--- config.mk ---
export PLATFORM = sky130hd
export DESIGN_NAME = mult_div_unit_flat
export DESIGN_NICKNAME = d
export VERILOG_FILES = /design/src/rtl/mult_div_unit_if.sv /design/src/rtl/mult_div_unit.sv /design/src/flat_wrapper.sv
export SDC_FILE = /design/constraint.sdc
export NUM_CORES = 1
export LEC_CHECK = 0
export BUFFER_PORTS_ARGS = -buffer_cell sky130_fd_sc_hd__buf_2
export CAP_MARGIN = 20
export CORE_UTILIZATION = 28
export DETAILED_ROUTE_END_ITERATION = 8
export GPL_TIMING_DRIVEN = 0
export PLACE_DENSITY = 0.53
export SLEW_MARGIN = 10
export SYNTH_ARGS = -nofsm -noshare
export SYNTH_HDL_FRONTEND = slang
export SYNTH_SLANG_ARGS = --single-unit
--- constraint.sdc ---
create_clock -name clk -period 9.2 [get_ports clk]
set_input_delay 0.46 -clock clk [delete_from_list [all_inputs] [get_ports clk]]
set_output_delay 0.46 -clock clk [all_outputs]
set_load 0.01 [all_outputs]
--- src/rtl/mult_div_unit_if.sv ---
// Handshake and data bundle between decode/register file and the HI/LO
// multiply/divide unit. The master drives requests and mthi/mtlo writes;
// the slave (the unit) returns status and the architectural HI/LO values.
interface mult_div_unit_if #(
    parameter int WIDTH = 32
);
    logic             start;
    logic [1:0]       op;
    logic [WIDTH-1:0] rs_data;
    logic [WIDTH-1:0] rt_data;
    logic             hi_we;
    logic             lo_we;
    logic [WIDTH-1:0] wr_data;
    logic             busy;
    logic             done;
    logic [WIDTH-1:0] hi;
    logic [WIDTH-1:0] lo;

    modport master (
        output start, op, rs_data, rt_data, hi_we, lo_we, wr_data,
        input  busy, done, hi, lo
    );

    modport slave (
        input  start, op, rs_data, rt_data, hi_we, lo_we, wr_data,
        output busy, done, hi, lo
    );
endinterface

--- src/rtl/mult_div_unit.sv ---
// Iterative HI/LO multiply/divide unit (MULT, MULTU, DIV, DIVU).
// Operands are converted to magnitudes at start, one result bit is produced
// per cycle for WIDTH cycles (shift-add multiply, restoring divide), and a
// final FIX cycle applies sign correction and commits HI/LO.
module mult_div_unit #(
    parameter int WIDTH = 32
) (
    input  logic            clk,
    input  logic            rst,
    mult_div_unit_if.slave  bus
);
    localparam int CNT_W = $clog2(WIDTH);

    typedef enum logic [1:0] {IDLE, RUN, FIX} state_t;

    state_t state, nextState;

    logic [CNT_W-1:0] iterCnt;
    logic [WIDTH-1:0] hiReg, loReg;
    logic             doneReg;

    // Operation context captured at start; data only, never reset.
    logic             isDiv, negRes, negRem, divZero;
    logic [WIDTH-1:0] rsRaw, bMag;
    logic [WIDTH-1:0] accHi, accLo;

    logic             opSigned, rsNeg, rtNeg, lastIter, accept;
    logic [WIDTH:0]   mulSum, divTrial;
    logic             divFits;
    logic [WIDTH-1:0] divRem, resHi, resLo;

    function automatic logic signed [WIDTH-1:0] negW(input logic signed [WIDTH-1:0] x);
        return -x;
    endfunction

    function automatic logic signed [2*WIDTH-1:0] neg2W(input logic signed [2*WIDTH-1:0] x);
        return -x;
    endfunction

    // Magnitude of a possibly-negative operand; -2^(W-1) maps to 2^(W-1) unsigned.
    function automatic logic [WIDTH-1:0] magW(input logic [WIDTH-1:0] x, input logic neg);
        return neg ? negW(x) : x;
    endfunction

    assign opSigned = ~bus.op[0];
    assign rsNeg    = opSigned & bus.rs_data[WIDTH-1];
    assign rtNeg    = opSigned & bus.rt_data[WIDTH-1];
    assign lastIter = (iterCnt == CNT_W'(WIDTH - 1));
    assign accept   = (state == IDLE) && bus.start;

    // One iteration of shift-add multiply and restoring divide.
    always_comb begin
        mulSum   = {1'b0, accHi} + (accLo[0] ? {1'b0, bMag} : '0);
        divTrial = {accHi, accLo[WIDTH-1]};
        divFits  = (divTrial >= {1'b0, bMag});
        divRem   = divFits ? WIDTH'(divTrial - {1'b0, bMag}) : divTrial[WIDTH-1:0];
    end

    // Sign correction of the finished magnitude result.
    always_comb begin
        resHi = accHi;
        resLo = accLo;
        if (!isDiv) begin
            if (negRes) {resHi, resLo} = neg2W({accHi, accLo});
        end else if (divZero) begin
            resHi = rsRaw;
            resLo = '1;
        end else begin
            if (negRes) resLo = negW(accLo);
            if (negRem) resHi = negW(accHi);
        end
    end

    // State register.
    always_ff @(posedge clk or posedge rst) begin
        if (rst) state <= IDLE;
        else     state <= nextState;
    end

    // Next-state logic.
    always_comb begin
        nextState = state;
        case (state)
            IDLE:    if (bus.start) nextState = RUN;
            RUN:     if (lastIter)  nextState = FIX;
            FIX:     nextState = IDLE;
            default: nextState = IDLE;
        endcase
    end

    // Architectural HI/LO, iteration counter and completion pulse.
    always_ff @(posedge clk or posedge rst) begin
        if (rst) begin
            hiReg   <= '0;
            loReg   <= '0;
            iterCnt <= '0;
            doneReg <= 1'b0;
        end else begin
            doneReg <= (state == FIX);
            case (state)
                IDLE: begin
                    if (bus.start) begin
                        iterCnt <= '0;
                    end else begin
                        if (bus.hi_we) hiReg <= bus.wr_data;
                        if (bus.lo_we) loReg <= bus.wr_data;
                    end
                end
                RUN:     iterCnt <= iterCnt + 1'b1;
                FIX: begin
                    hiReg <= resHi;
                    loReg <= resLo;
                end
                default: ;
            endcase
        end
    end

    // Operand capture and per-cycle accumulator update.
    always_ff @(posedge clk) begin
        if (accept) begin
            isDiv   <= bus.op[1];
            negRes  <= rsNeg ^ rtNeg;
            negRem  <= rsNeg;
            divZero <= bus.op[1] && (bus.rt_data == '0);
            rsRaw   <= bus.rs_data;
            bMag    <= magW(bus.rt_data, rtNeg);
            accHi   <= '0;
            accLo   <= magW(bus.rs_data, rsNeg);
        end else if (state == RUN) begin
            if (isDiv) begin
                accHi <= divRem;
                accLo <= {accLo[WIDTH-2:0], divFits};
            end else begin
                accHi <= mulSum[WIDTH:1];
                accLo <= {mulSum[0], accLo[WIDTH-1:1]};
            end
        end
    end

    assign bus.busy = (state != IDLE);
    assign bus.done = doneReg;
    assign bus.hi   = hiReg;
    assign bus.lo   = loReg;
endmodule

--- src/flat_wrapper.sv ---
// flat-port wrapper written by rule: the top's interface ports become plain ports
module mult_div_unit_flat 
#(
    parameter int WIDTH = 32
)
  (clk, rst, bus_start, bus_op, bus_rs_data, bus_rt_data, bus_hi_we, bus_lo_we, bus_wr_data, bus_busy, bus_done, bus_hi, bus_lo);
  mult_div_unit_if #(.WIDTH(WIDTH)) bus_i ();
  input  logic clk;
  input  logic rst;
  input wire logic [$bits(bus_i.start)-1:0] bus_start;
  input wire logic [$bits(bus_i.op)-1:0] bus_op;
  input wire logic [$bits(bus_i.rs_data)-1:0] bus_rs_data;
  input wire logic [$bits(bus_i.rt_data)-1:0] bus_rt_data;
  input wire logic [$bits(bus_i.hi_we)-1:0] bus_hi_we;
  input wire logic [$bits(bus_i.lo_we)-1:0] bus_lo_we;
  input wire logic [$bits(bus_i.wr_data)-1:0] bus_wr_data;
  output wire logic [$bits(bus_i.busy)-1:0] bus_busy;
  output wire logic [$bits(bus_i.done)-1:0] bus_done;
  output wire logic [$bits(bus_i.hi)-1:0] bus_hi;
  output wire logic [$bits(bus_i.lo)-1:0] bus_lo;
  assign bus_i.start = bus_start;
  assign bus_i.op = bus_op;
  assign bus_i.rs_data = bus_rs_data;
  assign bus_i.rt_data = bus_rt_data;
  assign bus_i.hi_we = bus_hi_we;
  assign bus_i.lo_we = bus_lo_we;
  assign bus_i.wr_data = bus_wr_data;
  assign bus_busy = bus_i.busy;
  assign bus_done = bus_i.done;
  assign bus_hi = bus_i.hi;
  assign bus_lo = bus_i.lo;
  mult_div_unit #(.WIDTH(WIDTH)) u_core (.clk(clk), .rst(rst), .bus(bus_i));
endmodule
==> impl_metrics.tcl <==
set metrics [dict create \
    worst_slack_ns 4.17 \
    async_flop_share 0.353 \
    dieArea_mm2 0.0578 \
    drc 0 \
    synth_mux_area_frac 0.0443 \
    fin_crit_ns 5.03 \
    synth_edf_count 100 \
    drtPass1Iterations 6 \
    path_class "reg2reg" \
    synthTopCellsByArea "edfxtp_1 19%, dfrtp_1 11%, ha_1 5.5%" \
    slew_headroom 0.213 \
    final_common_cell "buf_2" \
    finalMaxSlewViolations 0 \
    fin_skew_ns 0.0250 \
    slowest_delay_ns 0.95 \
    cts_num_sinks 204 \
    pin_count 169 \
    cts_buffer_depth 3 \
    core-area_mm2 0.0563 \
    wirelength_um 67400 \
    layout_common_cells "174 x buf_2, 168 x nand2_1, 162 x o21ai_0" \
    crit_slowest_cell "o32ai_1" \
    syn_inst 1888 \
    drive_above_1_share 0.117 \
    syn_area_mm2 0.0159 \
    post_drt_wl_per_cell_um 23.5 \
    syn_nets 2063 \
    period_share 0.547 \
    grt_pass1_vias 15200 \
    overflow 0 \
    cts_tree "done" \
    synthXorXnorAreaFrac 0.0930 \
    tightest_slew_ns 1.18 \
    ys_seq_elements 204 \
    syn_avg_cell_area_um2 8.43 \
    die_w_um 240 \
    row_count 87 \
    synth_top_cell_by_area "edfxtp_1" \
    initial_core_util 0.283 \
    nets 2264 \
    grt_max_degree 42 \
    ant_nets 0 \
    fin_area_mm2 0.0186 \
    antenna_found_initial 1 \
    yosysUniqueCellTypes 74 \
    cp_data_arrival_time_ns 5.47 \
    path_clk_slew_ns 0.06 \
    crit_chain "inv_1 > clkbuf_1 > nor2_1 > ha_1 > nand3_1 > o22ai_1 > o211ai_1 > a31o_2 > o32ai_1 > o21ai_0 > mux2_2 > o31ai_1 > nand3_1" \
    groute.usage.overall 0.229 \
    grt_pass1_wl_um 99200 \
    via_per_inst 5.57 \
    ys.flop_type "edfxtp_1" \
    end_kind "register" \
    dp_slack_ns 4.37 \
    power_density_mw_per_mm2 337 \
    synth_top_family_by_area "compound AO/OA/AOI/OAI gates" \
    synthSimpleGateAreaFrac 0.178 \
    numCtsBuffers 25 \
    place_hpwl_um 53900 \
    clock-root-buffer "clkbuf_16" \
    crit_top_cell "nand3_1" \
    peakVddDrop_mv 0.158 \
    seq_area_frac_synth 0.342 \
    die_y_um 240 \
    setup_violations 0 \
    cap_viol_max_count 0 \
    reg2reg_slack_ns 4.17 \
    vias 16000 \
    hold_violations 0 \
    insertion_delay_ns 0.58 \
    area_growth_pct 16.9 \
    post_cts_buffers 0 \
    worstPathRequired_ns 9.64 \
    port_buffers 168 \
    crit_path_start_kind "register" \
    fmax_mhz 199 \
    leakagePower_nw 7.43 \
    hp-class "in2reg" \
    synth_compound_area_frac 0.241 \
    finalSetupTns_ns 0 \
    synthAdderAreaFrac 0.0576 \
    status "completed" \
    yosys.area.top_type_share 0.189 \
    dpl_cell_area_mm2 0.0178 \
    path_max_fanout 10 \
    gp_congestion 0.962 \
    yosysWarnings 0 \
    drtIter0Drc 1650 \
    htreeDepth 1 \
    total_power_w 0.00628 \
    grt_setup_unrepaired "false" \
]
logic make-up after synthesis:
logic type / after synthesis
AO/OA/AOI/OAI: 600
AND/OR/NAND/NOR: 587
flip-flops: 204
buffers and inverters: 187
XOR/XNOR: 169
adder cells (fa/ha/maj): 72
multiplexers: 69
worst paths after layout:
check                            startpoint           endpoint  cells past startpoint
setup / recovery            u_core.accLo[0]   u_core.accHi[30]                     13
hold / removal                    bus_op[1]       u_core.isDiv                      1
setup reg to reg            u_core.accLo[0]   u_core.accHi[30]                     13
hold reg to reg            u_core.bus.hi[1]   u_core.bus.hi[1]                      2
max in group asynchronous               rst  u_core.iterCnt[2]                      4
min in group asynchronous               rst   u_core.bus.lo[4]                      3
routing by layer:
metal / vias to the layer above / GRT usage / wire length, um
met1: 7791 / 0.311 / 29500
met5: - / 0 / 0
li1: 7394 / - / -
met2: 673 / 0.375 / 30900
met3: 114 / 0.0349 / 5140
met4: 0 / 0.0652 / 1810
cell type report:
| type | instances | area [um^2] |
|---|---|---|
| fillers | 5937 | 37700 |
| clock buffers | 36 | 697 |
| plain buffers | 112 | 427 |
| repair buffers | 174 | 951 |
| clock inverters | 10 | 91.3 |
| well taps | 756 | 946 |
| multi-input cells | 1497 | 9760 |
| diodes | 1 | 2.50 |
| inverters | 75 | 284 |
| flip-flops and latches | 204 | 5450 |
sequential cells by signal (all words and copies together), names as in the netlist:
| name | flops |
|---|---|
| u_core.bus.lo | 32 |
| u_core.bus.hi | 32 |
| u_core.accLo | 32 |
| u_core.iterCnt | 5 |
| u_core.rsRaw | 32 |
| u_core.accHi | 32 |
| u_core.bus.done | 1 |
| u_core.bMag | 32 |
| u_core.divZero | 1 |
| u_core.isDiv | 1 |
| u_core.negRem | 1 |
| u_core.negRes | 1 |
| u_core.state | 2 |
where the power goes:
part           total (W)  internal [W]  leakage, nW  switching (W)
clock network   0.000977      0.000556        0.390       0.000421
logic            0.00352       0.00137         4.95        0.00215
registers        0.00178       0.00136         2.08       0.000420
total            0.00628       0.00328         7.43        0.00299
critical path: cells and delay by family, from the launching register on:
kind | cells | cell delay, ns
buffers and inverters | 2 | 0.85
multiplexers | 1 | 0.34
AO/OA/AOI/OAI | 6 | 2.51
AND/OR/NAND/NOR | 3 | 0.32
adder cells (fa/ha/maj) | 1 | 0.37
flip-flops | 1 | 0.51
cell usage after synthesis, types with 5 or more instances:
master / instances
o221ai_1: 13
a221o_1: 22
nand4_1: 17
buf_1: 10
nand2_1: 168
nor4_1: 21
o21ai_0: 162
o31ai_1: 32
o21bai_1: 14
xor2_1: 79
or3_1: 30
mux2_2: 11
a311oi_1: 6
nor2_1: 156
nand3_1: 53
nor3_1: 37
nand3b_1: 6
dfxtp_1: 32
clkbuf_1: 98
or4_1: 10
a31oi_1: 16
o41ai_1: 10
o22ai_1: 10
and3_1: 14
o21a_1: 15
a22oi_1: 26
a211oi_1: 21
edfxtp_1: 100
and2_1: 9
o211ai_1: 22
or2_2: 8
a21oi_1: 155
nor3b_1: 5
a21o_1: 29
inv_1: 74
mux2i_1: 58
nand2b_1: 18
nor2b_1: 18
ha_1: 70
dfrtp_1: 72
xnor2_1: 90
metrics by stage:
| step | utilization | instances | hold WS [ns] |
|---|---|---|---|
| floorplan | - | 1888 | 0.465 |
| global placement | 0.314 | 2812 | 0.470 |
| detailed placement | 0.316 | 2817 | 0.473 |
| CTS | 0.331 | 2864 | 0.0819 |
| global route | 0.331 | 2864 | 0.0957 |
| finish | 0.331 | 2865 | 0.0989 |
timing repair:
item | in CTS | in global routing
resized for setup | 0 | 0
hold buffers | 1 | 0
endpoints found under the hold margin | 31 | 0
(Power assumes the default switching activity.)
